$ cat config.mk
export PLATFORM = sky130hd
export DESIGN_NAME = alu_issue
export DESIGN_NICKNAME = d
export VERILOG_FILES = /design/src/rtl/alu_issue.sv
export SDC_FILE = /design/constraint.sdc
export NUM_CORES = 2
export LEC_CHECK = 0
export BUFFER_PORTS_ARGS = -buffer_cell sky130_fd_sc_hd__buf_2
export CAP_MARGIN = 10
export CORE_MARGIN = 2
export CORE_UTILIZATION = 56
export CTS_BUF_LIST = sky130_fd_sc_hd__clkbuf_4 sky130_fd_sc_hd__clkbuf_8
export CTS_CLUSTER_DIAMETER = 60
export CTS_CLUSTER_SIZE = 8
export DETAILED_ROUTE_END_ITERATION = 10
export GPL_TIMING_DRIVEN = 0
export PLACE_DENSITY = 0.72
export SYNTH_ARGS = -nofsm -noshare
export SYNTH_HDL_FRONTEND = slang
export SYNTH_SLANG_ARGS = --single-unit
$ cat constraint.sdc
create_clock -name clk -period 2.5 [get_ports clk]
set_clock_uncertainty 0.15 [all_clocks]
set_input_delay 0 -clock clk [delete_from_list [all_inputs] [get_ports clk]]
set_output_delay 0 -clock clk [all_outputs]
set_load 0.03 [all_outputs]
$ cat src/rtl/alu_issue.sv
// Decode/operand-issue stage for the integer ALU: RV32I OP/OP-IMM decode, 32x32 regfile, 2-entry skid output.
// Optional macro ALU_ISSUE_BYPASS_EN: same-cycle writeback data is forwarded into the captured operands.
module alu_issue #(
  parameter int XLEN      = 32,
  parameter int ILL_CNT_W = 8
) (
  input  logic                 clk,
  input  logic                 rst_n,
  input  logic                 in_valid,
  output logic                 in_ready,
  input  logic [31:0]          in_instr,
  input  logic                 wb_en,
  input  logic [4:0]           wb_addr,
  input  logic [XLEN-1:0]      wb_data,
  output logic                 out_valid,
  input  logic                 out_ready,
  output logic                 out_i_en,
  output logic [2:0]           out_funct3,
  output logic [6:0]           out_funct7,
  output logic [XLEN-1:0]      out_rs1,
  output logic [XLEN-1:0]      out_rs2,
  output logic [4:0]           out_rd_addr,
  output logic                 illegal,
  output logic [ILL_CNT_W-1:0] ill_count
);

  localparam logic [6:0] OPC_OP  = 7'b0110011;
  localparam logic [6:0] OPC_IMM = 7'b0010011;

  typedef struct packed {
    logic            i_en;
    logic [2:0]      funct3;
    logic [6:0]      funct7;
    logic [XLEN-1:0] rs1;
    logic [XLEN-1:0] rs2;
    logic [4:0]      rd;
  } bundle_t;

  typedef enum logic [1:0] {S_EMPTY, S_ONE, S_TWO} state_e;

  state_e                 state_q;
  bundle_t                out_q, skid_q, new_b;
  logic                   out_valid_q, in_ready_q, illegal_q;
  logic [ILL_CNT_W-1:0]   ill_cnt_q;
  logic [XLEN-1:0]        rf_q [32];

  logic [6:0] opc, f7;
  logic [2:0] f3;
  logic [4:0] ra1, ra2;
  logic       is_op, is_imm, legal;
  logic [XLEN-1:0] rd1, rd2;
  logic       acc, acc_leg, drain;

  assign opc    = in_instr[6:0];
  assign f3     = in_instr[14:12];
  assign f7     = in_instr[31:25];
  assign ra1    = in_instr[19:15];
  assign ra2    = in_instr[24:20];
  assign is_op  = (opc == OPC_OP);
  assign is_imm = (opc == OPC_IMM);

  always_comb begin
    legal = 1'b0;
    if (is_op)
      legal = (f7 == 7'h00) || ((f7 == 7'h20) && ((f3 == 3'd0) || (f3 == 3'd5)));
    else if (is_imm) begin
      case (f3)
        3'd1:    legal = (f7 == 7'h00);
        3'd5:    legal = (f7 == 7'h00) || (f7 == 7'h20);
        default: legal = 1'b1;
      endcase
    end
  end

  // Operand read at accept time; the captured values never track later writebacks.
  always_comb begin
    rd1 = (ra1 == 5'd0) ? '0 : rf_q[ra1];
    rd2 = (ra2 == 5'd0) ? '0 : rf_q[ra2];
`ifdef ALU_ISSUE_BYPASS_EN
    if (wb_en && (wb_addr != 5'd0) && (wb_addr == ra1)) rd1 = wb_data;
    if (wb_en && (wb_addr != 5'd0) && (wb_addr == ra2)) rd2 = wb_data;
`endif
  end

  always_comb begin
    new_b        = '0;
    new_b.i_en   = is_imm;
    new_b.funct3 = f3;
    new_b.funct7 = is_imm ? 7'h00 : f7;
    new_b.rs1    = rd1;
    new_b.rs2    = is_imm ? {{(XLEN-12){in_instr[31]}}, in_instr[31:20]} : rd2;
    new_b.rd     = in_instr[11:7];
  end

  assign acc     = in_valid && in_ready_q;
  assign acc_leg = acc && legal;
  assign drain   = out_valid_q && out_ready;

  always_ff @(posedge clk or negedge rst_n) begin
    if (!rst_n) begin
      for (int i = 0; i < 32; i++) rf_q[i] <= '0;
    end else if (wb_en && (wb_addr != 5'd0)) begin
      rf_q[wb_addr] <= wb_data;
    end
  end

  always_ff @(posedge clk or negedge rst_n) begin
    if (!rst_n) begin
      state_q     <= S_EMPTY;
      out_q       <= '0;
      skid_q      <= '0;
      out_valid_q <= 1'b0;
      in_ready_q  <= 1'b1;
    end else begin
      case (state_q)
        S_EMPTY: begin
          if (acc_leg) begin
            out_q       <= new_b;
            out_valid_q <= 1'b1;
            state_q     <= S_ONE;
          end
        end
        S_ONE: begin
          if (drain) begin
            // Accept+drain replaces the bundle in place, so there is no bubble.
            if (acc_leg) out_q <= new_b;
            else begin
              out_valid_q <= 1'b0;
              state_q     <= S_EMPTY;
            end
          end else if (acc_leg) begin
            skid_q     <= new_b;
            in_ready_q <= 1'b0;
            state_q    <= S_TWO;
          end
        end
        S_TWO: begin
          if (drain) begin
            out_q      <= skid_q;
            in_ready_q <= 1'b1;
            state_q    <= S_ONE;
          end
        end
        default: begin
          state_q     <= S_EMPTY;
          out_valid_q <= 1'b0;
          in_ready_q  <= 1'b1;
        end
      endcase
    end
  end

  always_ff @(posedge clk or negedge rst_n) begin
    if (!rst_n) begin
      illegal_q <= 1'b0;
      ill_cnt_q <= '0;
    end else begin
      illegal_q <= acc && !legal;
      if (acc && !legal && (ill_cnt_q != '1)) ill_cnt_q <= ill_cnt_q + 1'b1;
    end
  end

  assign in_ready    = in_ready_q;
  assign out_valid   = out_valid_q;
  assign out_i_en    = out_q.i_en;
  assign out_funct3  = out_q.funct3;
  assign out_funct7  = out_q.funct7;
  assign out_rs1     = out_q.rs1;
  assign out_rs2     = out_q.rs2;
  assign out_rd_addr = out_q.rd;
  assign illegal     = illegal_q;
  assign ill_count   = ill_cnt_q;

endmodule

==> impl_metrics.ini <==
[logic_synthesis]
ys_seq_elements = 1197
synth.net_count = 4139
postSynthAreaPerCell_um2 = 15.1
synth_top_family_by_area = multiplexers
seq_area_frac_synth_pct = 48.8
synthSimpleGateAreaFrac_pct = 3.33
synth_edf_count = 0
syn_inst = 4064
synth_top_area_cell = dfrtp_1
yosysUniqueCellTypes = 56
synthMuxAreaShare_pct = 41.9
synth_xor_area_share_pct = 0.0999
yosys-top-cells-area = dfrtp_1 49%, mux4_2 21%, mux2_2 18%
synth_top_area_share_pct = 48.8
yosysWarnings = 0
synthArstFlopShare_pct = 100
syn-cell-area_um2 = 61400
ys.flop_type = dfrtp_1
synth_adder_area_share_pct = 0.0204
synth_compound_area_share_pct = 2.83

[sta]
finalCritPeriodShare_pct = 104
fin_crit_ns = 2.61
hold_violations = 851
finalMaxSlewViolations = 0
worstMarginPinSlew_ns = 1.33
final.setup.worst_slack_ns = -0.108
rsz0062_at_grt = yes
slew_headroom_pct = 11.1
hold_ws_ns = -1.09
finalSetupViolCount = 41
max_freq_mhz = 383

[global_route]
grtUsageMet2_pct = 52.2
use_met1_pct = 50.9
grt_overflow = 0
grt_first_pass_wirelength_mm = 293
use_met3_pct = 12.2
antenna_found_initial = 16
grt_pass1_vias = 42100
busiest_layer = met2
grt_max_degree = 162
grtUsageTotal_pct = 36.4

[floorplan]
initial_core_util_pct = 56.5
die_area_um2 = 112000
core_um2 = 109000
die_width_um = 335
die_h_um = 335
rows = 121
io_pins = 165

[outcome]
outcome = complete, but fails checks
violations = negative hold slack, negative setup slack

[layout]
final_area_um2 = 68400
nNetsFinal = 4620
drive_above_1_share_pct = 46.7
final_common_cell = dfrtp_1
layout_common_cells = 1,196 x dfrtp_1, 1,005 x mux2_2, 576 x mux4_2
fillCellCount = 7984
syn_to_final_growth_pct = 11.5

[critical_path]
arrival_ns = 3.17
start_kind = input pin
crit_type = in2reg
critPathCaptureType = register
cp_max_fo = 10
required_ns = 3.06

[cts]
ctsHtreeMaxLevel = 4
cts_tree = built
clk_pin_slew_ns = 0.06
clock_sinks = 1197
cts_made_buffers = 167
clk_latency_ns = 0.90
root_buffer = clkbuf_8
clk_path_buf_depth = 3

[drt]
drt_pass1_iterations = 8
finalWirelength_mm = 202
vias_per_cell = 7.06
routedWlPerCell_um = 33.7
vias = 42300
drt_iter0_drc = 5349
route.detailed.drc = 0
final_antenna_net_count = 0

[power]
p_per_area_nw_per_um2 = 735
finalPower_mw = 50.3
vdd_drop_max_uv = 565
leakagePower_nw = 29.8

[job]
max_cap_viol_count = 0

[placement]
place_congestion = 0.963
hpwl_mm = 141
io_buffers = 157
placed_area_um2 = 64200

[min_path]
hold_class = in2async
## layer usage
metal  vias up  routed length [µm]
li1      16600                   -
met1     22400               78800
met2      2785               88900
met3       572               25300
met4        10                9150
met5         -                  54
## critical path: stages
cell and delay (ns):
buf_2 0.29, buf_2 0.47, buf_2 0.55, buf_2 0.52, mux2i_1 0.44, o22ai_1 0.11, o21ai_0 0.61, a211oi_1 0.15
## metrics by stage
| stage | util (%) | hold WS, ns | setup WS (ns) | setup TNS (ns) | instances |
|---|---|---|---|---|---|
| finish | 63.0 | -1.09 | -0.108 | -1.16 | 5992 |
| global route | 62.9 | -1.01 | -0.0135 | -0.0145 | 5984 |
| CTS | 62.8 | -1.06 | -0.00401 | -0.00401 | 5978 |
| detailed placement | 59.1 | -0.143 | -1.70 | -229.93 | 5649 |
| global placement | 58.8 | 0.0756 | -24.97 | - | 5635 |
| floorplan | - | -0.446 | 0.243 | 0 | 4064 |
## final cells by class
type                    instances  area, µm²  share of cell area (%)
diodes                         11       27.5                  0.0402
well taps                    1414       1770                    2.58
repair buffers                313       2540                    3.71
plain buffers                 445       1970                    2.87
flip-flops and latches       1197      30000                    43.8
clock buffers                 182       2450                    3.58
clock inverters                 9       72.6                   0.106
inverters                       4       15.0                  0.0219
multi-input cells            2417      29600                    43.3
## power by group
part / internal, mW / switching [mW] / leakage, nW
Sequential: 22.6 / 2.45 / 15.5
Clock: 6.29 / 7.38 / 1.30
Combinational: 6.43 / 5.17 / 13.0
Total: 35.3 / 15.0 / 29.8
## timing repair
item	CTS	global route
setup buffers	3	0
resized for setup	49	92
hold buffers	135	1
endpoints found under the hold margin	1996	848
pin swaps	2	2
endpoints found under the setup margin	132	164
## path summary, 6_finish.rpt
| path | from | to | slack (ns) | cells after the start |
|---|---|---|---|---|
| max | in_instr[22] | out_rs2[29]$_DFFE_PN0P_ | -0.11 | 8 |
| min reg2reg | skid_q[2]$_DFFE_PN0P_ | skid_q[2]$_DFFE_PN0P_ | 0.32 | 2 |
| max reg2reg | rf_q[25]$_DFFE_PN0P_ | out_rs1[25]$_DFFE_PN0P_ | 0.01 | 4 |
| max in group asynchronous | rst_n | rf_q[595]$_DFFE_PN0P_ | 0.65 | 5 |
| min in group clk | in_instr[18] | skid_q[37]$_DFFE_PN0P_ | 0.05 | 4 |
| min | rst_n | out_rs1[6]$_DFFE_PN0P_ | -1.09 | 1 |
## synth_stat cells, types with 35 or more instances
| cell | number |
|---|---|
| buf_2 | 84 |
| mux4_2 | 576 |
| a21oi_1 | 42 |
| nand4_1 | 35 |
| mux2i_1 | 141 |
| nand3_1 | 46 |
| nand2_1 | 141 |
| clkbuf_1 | 292 |
| nor3_1 | 43 |
| nor2_1 | 63 |
| o21ai_0 | 46 |
| dfrtp_1 | 1196 |
| buf_1 | 57 |
| mux2_2 | 1005 |
## logic make-up (layout without fill, tap and decap cells)
family          after synthesis  count (layout)
compound gates              270             270
flops                      1197            1197
simple gates                417             417
xor+xnor                      7               7
mux                        1722            1722
other cells                   0              11
buf+inv                     450             953
fa+ha+maj                     1               1
## flip-flops by register name, indices dropped and copies added, names as in the netlist, 2 cells and up
signal and cells:
out_funct7 7, rf_q 1024, out_rs2 32, state_q 2
out_rs1 32, ill_count 8, out_funct3 3, skid_q 80
out_rd_addr 5
(Power assumes the default switching activity.)
